===== src/rtl/iecdrv_debounce.sv =====
// rtl/iecdrv_debounce.sv - synchronising, glitch-rejecting input conditioner with edge pulses
// Per channel: SYNC-flop synchroniser feeding a ce-gated stability counter in front of out.
module iecdrv_debounce #(
  parameter int               WIDTH  = 4,
  parameter int               SYNC   = 2,
  parameter int               STABLE = 4,
  parameter logic [WIDTH-1:0] INIT   = '0
) (
  input  logic             clk,
  input  logic             reset,
  input  logic             ce,
  input  logic [WIDTH-1:0] in,
  output logic [WIDTH-1:0] out,
  output logic [WIDTH-1:0] rise,
  output logic [WIDTH-1:0] fall,
  output logic             any
);
  localparam int              CNTW = (STABLE > 1) ? $clog2(STABLE) : 1;
  localparam logic [CNTW-1:0] LAST = CNTW'(STABLE - 1);
  localparam logic [CNTW-1:0] ONE  = CNTW'(1);

  logic [WIDTH-1:0]            r_sync [SYNC];
  logic [WIDTH-1:0][CNTW-1:0]  r_cnt;
  logic [WIDTH-1:0]            r_out;
  logic [WIDTH-1:0]            r_rise;
  logic [WIDTH-1:0]            r_fall;
  logic                        r_any;

  logic [WIDTH-1:0]            w_y;
  logic [WIDTH-1:0][CNTW-1:0]  w_cnt_nxt;
  logic [WIDTH-1:0]            w_out_nxt;
  logic [WIDTH-1:0]            w_rise;
  logic [WIDTH-1:0]            w_fall;

  assign w_y  = r_sync[SYNC-1];
  assign out  = r_out;
  assign rise = r_rise;
  assign fall = r_fall;
  assign any  = r_any;

  // Synchroniser runs every clk; only the last stage is ever read.
  always_ff @(posedge clk or posedge reset) begin
    if (reset) begin
      for (int k = 0; k < SYNC; k++) r_sync[k] <= INIT;
    end else begin
      r_sync[0] <= in;
      for (int k = 1; k < SYNC; k++) r_sync[k] <= r_sync[k-1];
    end
  end

  always_comb begin
    w_cnt_nxt = r_cnt;
    w_out_nxt = r_out;
    w_rise    = '0;
    w_fall    = '0;
    for (int b = 0; b < WIDTH; b++) begin
      if (ce) begin
        if (w_y[b] == r_out[b]) begin
          w_cnt_nxt[b] = '0;
        end else if (r_cnt[b] == LAST) begin
          w_cnt_nxt[b] = '0;
          w_out_nxt[b] = w_y[b];
          w_rise[b]    = w_y[b];
          w_fall[b]    = ~w_y[b];
        end else begin
          w_cnt_nxt[b] = r_cnt[b] + ONE;
        end
      end
    end
  end

  // Pulses are registered alongside out so they coincide with the new level.
  always_ff @(posedge clk or posedge reset) begin
    if (reset) begin
      r_cnt  <= '0;
      r_out  <= INIT;
      r_rise <= '0;
      r_fall <= '0;
      r_any  <= 1'b0;
    end else begin
      r_cnt  <= w_cnt_nxt;
      r_out  <= w_out_nxt;
      r_rise <= w_rise;
      r_fall <= w_fall;
      r_any  <= |(w_rise | w_fall);
    end
  end
endmodule


===== config.mk =====
export PLATFORM = sky130hd
export DESIGN_NAME = iecdrv_debounce
export DESIGN_NICKNAME = d
export VERILOG_FILES = /design/src/rtl/iecdrv_debounce.sv
export SDC_FILE = /design/constraint.sdc
export NUM_CORES = 1
export LEC_CHECK = 0
export ABC_CLOCK_PERIOD_IN_PS = 3300
export CORE_MARGIN = 4
export CORE_UTILIZATION = 40
export CTS_CLUSTER_DIAMETER = 60
export CTS_CLUSTER_SIZE = 25
export DETAILED_ROUTE_END_ITERATION = 10
export PLACE_DENSITY = 0.66
export SYNTH_ARGS = -nofsm -noshare
export SYNTH_HDL_FRONTEND = slang
export SYNTH_SLANG_ARGS = --single-unit

===== constraint.sdc =====
create_clock -name clk -period 3.3 [get_ports clk]
set_input_delay 0.66 -clock clk [delete_from_list [all_inputs] [get_ports clk]]
set_output_delay 0.66 -clock clk [all_outputs]
set_load 0.01 [all_outputs]

# Word level (Yosys, flattened, before mapping)
# Index checks and enable logic that the tools add are counted.
# totals
regBits,29
latchBits,0
mem_bits_rw,0
romBits,0
in_bits,7
out_inout_bits,13
elab_cells,71
n_memories,0
# op_classes
n_addsub,4
n_mul,0
div,0
n_lt_le_gt_ge,0
eq_ne,8
shift,0
mux,32
bitwise,9
reduce_logical,5
# ops
op,n
1-bit two-way mux,24
2-bit two-way mux,8
3-bit AND reduction,4
"2-bit by 1-bit adder with 2-bit output, second input constant",4
"2-bit equality test, second input constant",4
1-bit inverter,8
1-bit equality test,4
4-bit bitwise OR,1
4-bit OR reduction,1

# Logic depth before layout (Yosys ltp)
# Gate-level depths: netlist (run 1).
# logic_depth
depth_word,6
mapped_depth,4
mapped_depth_nobuf,4

# Least setup slack after synthesis (run 1)
# OpenSTA, ideal clock, no wires.
# synth_path
kind,input to register
from,input ce
to,register r_any (netlist: any)
setup_ps,138
arrival_ps,1386
slack_ps,1775
path_stages,4
path_cell_list,buf_2 > nand4b_1 > nand4_1 > or4_1
# synth_between
elab_chain_cells,3
# synth_lines
item,line_no,source
start: declaration,11,"input logic ce,"
1-bit two-way mux,57,if (ce) begin
4-bit bitwise OR *,85,r_any <= |(w_rise | w_fall);
4-bit OR reduction *,85,
end signal: assignment,85,
end: declaration,27,logic r_any;
# Every way passes the cells marked *; elsewhere a longest branch is shown, timed or not.
# A chain may end at the register's enable or synchronous reset.

# Final worst setup path (run 1)
# layout_path
from,input ce
to,register r_any (netlist: any)
# layout_between
elab_chain_cells,3
# layout_lines
item,line_no,source
1-bit two-way mux,57,
net w_fall[1],33,logic [WIDTH-1:0] w_fall;
4-bit bitwise OR,85,
4-bit OR reduction,85,
# The timed path passes the listed nets, and every way through them passes these cells.

==> results of run 1 <==
Yosys cell counts:
cell type  number
dfrtp_1        29
inv_1          10
ha_1            7
mux2_2          7
nand2_1         6
nand4b_1        4
nor3_1          3
o22ai_1         3
xnor2_1         3
nand3_1         2
o21ai_0         2
and2_2          1
and2b_2         1
and3_4          1
and4b_1         1
buf_2           1
clkbuf_1        1
nand4_1         1
nor2_1          1
nor3b_1         1
or4_1           1
xor2_1          1
placed cells by master, fill, tap and decap left out, drive strengths merged:
master and instances:
and2 1, and2b 1, and3 1, and4b 1, buf 1, clkbuf 8, clkdlybuf4s50 19, dfrtp 29
ha 7, inv 10, mux2 7, nand2 6, nand3 2, nand4 1, nand4b 4, nor2 1
nor3 3, nor3b 1, o21ai 2, o22ai 3, or4 1, xnor2 3, xor2 1
power by group through the flow:
| stage | clock, uW | combinational (uW) | sequential [uW] |
|---|---|---|---|
| global placement | 0 | 270 | 513 |
| global route | 221 | 315 | 519 |
| detailed placement | 0 | 282 | 516 |
| finish | 192 | 276 | 508 |
| floorplan | 0 | 168 | 516 |
| CTS | 201 | 283 | 509 |
how the worst max path moves through the flow:
stage | start | endpoint | slack (ns) | depth (start not counted)
finish | ce | any$_DFF_PP0_ | 1.16 | 3
global placement | ce | any$_DFF_PP0_ | 0.89 | 3
detailed placement | ce | any$_DFF_PP0_ | 0.85 | 3
global route | ce | any$_DFF_PP0_ | 1.05 | 4
CTS | ce | any$_DFF_PP0_ | 1.20 | 3
floorplan | ce | any$_DFF_PP0_ | 1.78 | 4
cell families after synthesis:
family | count (synthesis) | synth area share
adder cells (fa/ha/maj) | 7 | 0.0763
XOR/XNOR | 4 | 0.0305
flip-flops | 29 | 0.633
AND/OR/NAND/NOR | 23 | 0.127
buffers and inverters | 12 | 0.0403
AO/OA/AOI/OAI | 5 | 0.0251
multiplexers | 7 | 0.0687
state kept, by name (all words and copies together), names as in the netlist:
| name | cells |
|---|---|
| r_cnt | 8 |
| fall | 4 |
| out | 4 |
| r_sync | 4 |
| rise | 4 |
| w_y | 4 |
| any | 1 |
stage by stage:
step | std cells | power, uW
after floorplan | 87 | 684
after global placement | 136 | 783
after detailed placement | 136 | 798
after CTS | 144 | 992
after global routing | 144 | 1060
final | 144 | 976
per-layer routing:
layer  GRT usage  share of wire
met4      0.0545          0.018
met2       0.157           0.46
met5           0              0
met1       0.130           0.45
met3      0.0629          0.072
final cells by class:
| cell class | instances | area share |
|---|---|---|
| inverters | 10 | 0.0264 |
| multi-input cells | 46 | 0.264 |
| clock buffers | 8 | 0.0343 |
| repair buffers | 20 | 0.139 |
| well taps | 31 | 0.0272 |
| flip-flops and latches | 29 | 0.510 |
worst max-delay path, stage by stage:
cell and delay, ns:
clkdlybuf4s50_1 0.79, and4b_1 0.42, or4_1 0.46
==> insert_results.sql, run 1 <==
INSERT INTO impl_metrics (metric_group, metric, value, unit) VALUES
('min_path', 'worstHoldEndpoint', 'w_y[2]$_DFF_PP0_', ''),
('grt', 'grt_max_degree', '30', ''),
('routing', 'drt_iter0_drc', '16', ''),
('floorplanning', 'io_pins', '20', ''),
('critical_path', 'worstPathMaxFanout', '22', ''),
('final_layout', 'final_cell_utilization_of_the_core', '0.516', ''),
('floorplanning', 'chipHeight', '61.6', 'um'),
('critical_path', 'critPathLaunchType', 'input pin', ''),
('timing', 'setup_repair_after_global_routing_missed_its_margin', 'no', ''),
('synth', 'post_synth_inst_count', '87', ''),
('cts', 'cells_resized_by_post_cts_repair', '0', ''),
('cts', 'cts.sinks', '29', ''),
('final_layout', 'diodes', '0', ''),
('cts', 'cts_tree', 'built', ''),
('critical_path', 'regToRegStartpoint', 'w_y[2]$_DFF_PP0_', ''),
('cts', 'cts_root_buf', 'clkbuf_4', ''),
('run', 'max_cap_violations', '0', ''),
('final_layout', 'register_area', '726', 'sq um'),
('timing', 'post-route-min-period', '2.14', 'ns'),
('synth', 'yosys-top-cells-area', 'dfrtp_1 63%, ha_1 7.6%, mux2_2 6.9%, inv_1 3.3%, nand4b_1 3.1%', ''),
('power', 'power.share.switching', '0.302', ''),
('routing', 'post-route-drc-count', '0', ''),
('final_layout', 'stdcell_area', '1420', 'sq um'),
('cts', 'number_of_h_tree_branching_levels', '2', ''),
('synth', 'syn_area', '1150', 'sq um'),
('grt', 'overall_fraction_of_global_route_tracks_in_use', '0.109', ''),
('critical_path', 'cp-end-kind', 'register', ''),
('outcome', 'outcome', 'finished clean', ''),
('min_path', 'holdPathStages', '0', ''),
('critical_path', 'timing.critical_path.arrival', '2.33', 'ns'),
('synth', 'synth_largest_area_cell', 'dfrtp_1', ''),
('routing', 'route.antenna.remaining_nets', '0', ''),
('power', 'vdd.ir_drop.worst', '0.000363', 'V'),
('synth', 'synth_area_per_cell', '13.2', 'sq um'),
('final_layout', 'multi_input_comb_area', '375', 'sq um'),
('timing', 'final_min_period_over_clock_period', '0.649', ''),
('cts', 'cts.reportedPaths.clkPinSlew', '0.08', 'ns'),
('cts', 'max_buffers_root_to_sink', '2', ''),
('critical_path', 'rr_endpoint', 'any$_DFF_PP0_', ''),
('synth', 'netlist-cell-type-count', '22', ''),
('power', 'combinational_group_share_of_total_power', '0.283', ''),
('floorplanning', 'floorplan.rows', '19', ''),
('critical_path', 'timing_worst_setup_path_type', 'in -> reg', ''),
('timing', 'hold_viol_final', '0', ''),
('routing', 'route.final.wire_length', '1670', 'um'),
('timing', 'timing.hold.ws', '0.344', 'ns'),
('synth', 'syn_nets', '101', ''),
('placement', 'pre_cts_slack', '0.849', 'ns'),
('critical_path', 'worst-r2r-setup-slack', '1.85', 'ns'),
('power', 'p_int', '681', 'uW'),
('grt', 'wire_length_of_the_first_global_routing_pass', '2880', 'um'),
('timing', 'transition_time_at_the_pin_with_the_least_slew_margin', '0.728', 'ns'),
('timing', 'max_freq', '467', 'MHz'),
('power', 'power.density_cell_area', '685', 'nW/um^2'),
('placement', 'routabilityCongestion', '0.695', ''),
('timing', 'fin_worst_skew', '0.00628', 'ns'),
('grt', 'vias_in_the_first_global_route', '676', ''),
('synth', 'synth_seq_area_share', '0.632', ''),
('grt', 'antenna_violations_before_repair', '0', ''),
('grt', 'global_route.overflow_total', '0', ''),
('power', 'sequential_group_share_of_total_power', '0.521', ''),
('final_layout', 'fill_cells', '249', ''),
('power', 'power_leakage', '0.000698', 'uW'),
('power', 'p_sw', '294', 'uW'),
('floorplanning', 'floorplan.initialDensity', '0.416', ''),
('timing', 'setup_ws', '1.16', 'ns'),
('routing', 'routed_wire_length_per_instance', '11.6', 'um'),
('placement', 'detailed_place.area', '1380', 'sq um'),
('synth', 'flip_flop_and_latch_count_after_synthesis', '29', ''),
('final_layout', 'final_nets', '126', ''),
('floorplanning', 'placeable_core_area', '2760', 'sq um');
Power figures use the tool's default switching activity.
==> run 2, diff against run 1 <==
--- a/config.mk
+++ b/config.mk
@@ -5,7 +5,7 @@
 export SDC_FILE = /design/constraint.sdc
 export NUM_CORES = 1
 export LEC_CHECK = 0
-export ABC_CLOCK_PERIOD_IN_PS = 3300
+export ABC_CLOCK_PERIOD_IN_PS = 2200
 export CORE_MARGIN = 4
 export CORE_UTILIZATION = 40
 export CTS_CLUSTER_DIAMETER = 60
==> constraint.sdc (replaced) <==
create_clock -name clk -period 2.2 [get_ports clk]
set_input_delay 0.44 -clock clk [delete_from_list [all_inputs] [get_ports clk]]
set_output_delay 0.44 -clock clk [all_outputs]
set_load 0.01 [all_outputs]
==> run 2 against run 1 <==
Against the previous run: final area rose by 3.6%; clock-buffer cell count shrank 1; first-iteration DRC count shrank 25%; global-route usage up 0.82 points; critical path depth decreased by 2; final cell count increased by 1.4%; combinational power rose by 52%; routed wire length up 10%; clock skew up 0.0054 ns; largest power group unchanged.
==> insert_results.sql, run 2 (same netlist as run 1, synthesis figures left out) <==
INSERT INTO impl_metrics (metric_group, metric, value, unit) VALUES
('critical_path', 'crit_slowest_cell', 'clkdlybuf4s50_1', ''),
('critical_path', 'timing_worst_setup_path_type', 'reg -> out', ''),
('final_layout', 'fill_cells', '254', ''),
('floorplanning', 'floorplan.rows', '19', ''),
('min_path', 'hold_path_class', 'reg -> reg', ''),
('timing', 'setup_repair_after_global_routing_missed_its_margin', 'no', ''),
('power', 'power.density_cell_area', '1110', 'nW/um^2'),
('routing', 'routed_wire_length_per_instance', '12.6', 'um'),
('final_layout', 'final_nets', '128', ''),
('critical_path', 'cp_data_required_time', '1.76', 'ns'),
('critical_path', 'critPathLaunchType', 'register', ''),
('timing', 'max_freq', '571', 'MHz'),
('grt', 'antenna_violations_before_repair', '0', ''),
('floorplanning', 'io_pins', '20', ''),
('cts', 'max_buffers_root_to_sink', '2', ''),
('cts', 'post_cts_hold_buffer_count', '0', ''),
('grt', 'grt_util_met3', '0.0566', ''),
('cts', 'post_cts.repair.setup_buffers', '0', ''),
('critical_path', 'timing.critical_path.max_delay_family', 'buffers and inverters', ''),
('cts', 'tritoncts.num_buffers', '5', ''),
('power', 'clock_power_share', '0.275', ''),
('timing', 'transition_time_at_the_pin_with_the_least_slew_margin', '0.359', 'ns'),
('grt', 'grt_max_degree', '30', ''),
('timing', 'timing.final.max_slew_violations', '0', ''),
('final_layout', 'largest_register_ff_count', '8', ''),
('grt', 'globalRouteMet2Util', '0.187', ''),
('grt', 'global_route.overflow_total', '0', ''),
('power', 'power.share.switching', '0.284', ''),
('cts', 'cts_tree', 'built', ''),
('timing', 'hold_viol_final', '0', ''),
('grt', 'busiest_layer', 'met2', ''),
('final_layout', 'syn2layout_area_growth', '28.6', '%'),
('timing', 'fin_worst_skew', '0.0116', 'ns'),
('critical_path', 'cp-end-kind', 'output port', ''),
('routing', 'post-route-drc-count', '0', ''),
('floorplanning', 'floorplan.initialDensity', '0.416', ''),
('routing', 'route.antenna.remaining_nets', '0', ''),
('power', 'combinational_group_share_of_total_power', '0.257', ''),
('critical_path', 'timing.critical_path.cells', 'clkdlybuf4s50_1', ''),
('critical_path', 'timing.critical_path.slowest_cell_delay', '0.56', 'ns'),
('placement', 'portBuffers', '19', ''),
('final_layout', 'layout_cell_share_with_drive_strength_beyond_1', '0.174', ''),
('floorplanning', 'die_area', '3790', 'sq um'),
('power', 'p_total', '1630', 'uW'),
('placement', 'routabilityCongestion', '0.745', ''),
('cts', 'cts_root_buf', 'clkbuf_4', ''),
('power', 'power_leakage', '0.000727', 'uW'),
('grt', 'overall_fraction_of_global_route_tracks_in_use', '0.117', ''),
('critical_path', 'critical_path.n_buffers_inverters', '1', ''),
('routing', 'routed-via-count', '718', ''),
('final_layout', 'diodes', '0', ''),
('power', 'p_sw', '464', 'uW'),
('final_layout', 'final_cell_mix', '29 x dfrtp_1, 19 x clkdlybuf4s50_1, 10 x inv_1, 7 x mux2_2, 7 x ha_1', ''),
('final_layout', 'largest-register', 'r_cnt', ''),
('grt', 'vias_in_the_first_global_route', '734', ''),
('timing', 'setup_tns', '0', 'ns'),
('timing', 'timing.hold.ws', '0.354', 'ns'),
('routing', 'route.final.wire_length', '1840', 'um'),
('cts', 'worst_skew_pair.late_latency', '0.33', 'ns'),
('grt', 'globalRouteMet1Util', '0.128', ''),
('timing', 'slew-limit-headroom', '0.761', ''),
('timing', 'post-route-min-period', '1.75', 'ns'),
('timing', 'timing.final.setup_violations', '0', ''),
('routing', 'vias_per_instance', '4.92', ''),
('critical_path', 'timing.critical_path.arrival', '1.31', 'ns'),
('cts', 'number_of_h_tree_branching_levels', '2', ''),
('power', 'vdd.ir_drop.worst', '0.000837', 'V'),
('floorplanning', 'chipHeight', '61.6', 'um'),
('floorplanning', 'placeable_core_area', '2760', 'sq um'),
('cts', 'cells_resized_by_post_cts_repair', '0', ''),
('timing', 'final_min_period_over_clock_period', '0.796', ''),
('power', 'p_int', '1170', 'uW'),
('routing', 'detailedRoute.firstPassIterationCount', '2', ''),
('cts', 'cts.reportedPaths.clkPinSlew', '0.09', 'ns'),
('critical_path', 'worstPathMaxFanout', '5', ''),
('outcome', 'outcome', 'finished clean', ''),
('floorplanning', 'die_width', '61.6', 'um'),
('cts', 'cts.sinks', '29', ''),
('final_layout', 'layout.cells.most_common', 'dfrtp_1', ''),
('routing', 'drt_iter0_drc', '12', ''),
('placement', 'place.detailed.hpwl', '1350', 'um'),
('grt', 'wire_length_of_the_first_global_routing_pass', '3130', 'um'),
('run', 'max_cap_violations', '0', ''),
('power', 'sequential_group_share_of_total_power', '0.468', '');
## run 2: changes by cell type in the layout (fill, tap and decap cells not counted)
cell       previous run  this run
bufinv_16             0         1
clkbuf_8              0         1
clkbuf_1              3         1
buf_4                 1         3
## run 2: cell type report
class                           count  area [sq um]  area share
Timing Repair Buffer               22           213       0.144
Sequential cell                    29           726       0.492
Tap cell                           31          38.8      0.0263
Clock buffer                        7          55.1      0.0373
Clock inverter                      1          30.0      0.0204
Multi-Input combinational cell     46           375       0.254
Inverter                           10          37.5      0.0254
## run 2: final timing paths
kind                                       from                end  slack (ns)  cells after the start
setup / recovery             out[1]$_DFFE_PP0P_             out[1]        0.45                      1
hold / removal              r_sync[7]$_DFF_PP0_   w_y[3]$_DFF_PP0_        0.35                      0
setup reg to reg           r_cnt[4]$_DFFE_PP0P_      any$_DFF_PP0_        0.75                      3
hold reg to reg             r_sync[7]$_DFF_PP0_   w_y[3]$_DFF_PP0_        0.35                      0
max in group asynchronous                 reset  fall[0]$_DFF_PP0_        1.45                      3
min in group asynchronous                 reset  rise[3]$_DFF_PP0_        0.48                      3
## run 2: per-layer routing
layer	up-vias	routed length (um)
li1	349	-
met3	5	119
met2	14	911
met4	0	46
met1	350	766
met5	-	0
## run 2: power groups by stage
stage	Combinational, uW	Sequential [uW]	Clock (uW)
finish	420	764	449
global route	485	780	485
CTS	427	766	459
detailed placement	422	776	0
global placement	406	769	0
floorplan	252	774	0
## run 2: metrics by stage
step | util | cell area (sq um) | std cells | setup WS [ns]
finish | 0.535 | 1480 | 146 | 0.449
global route | 0.535 | 1480 | 146 | 0.392
CTS | 0.535 | 1480 | 146 | 0.422
detailed placement | 0.504 | 1390 | 138 | 0.266
global placement | 0.504 | 1390 | 138 | 0.321
floorplan | - | 1150 | 87 | 0.793
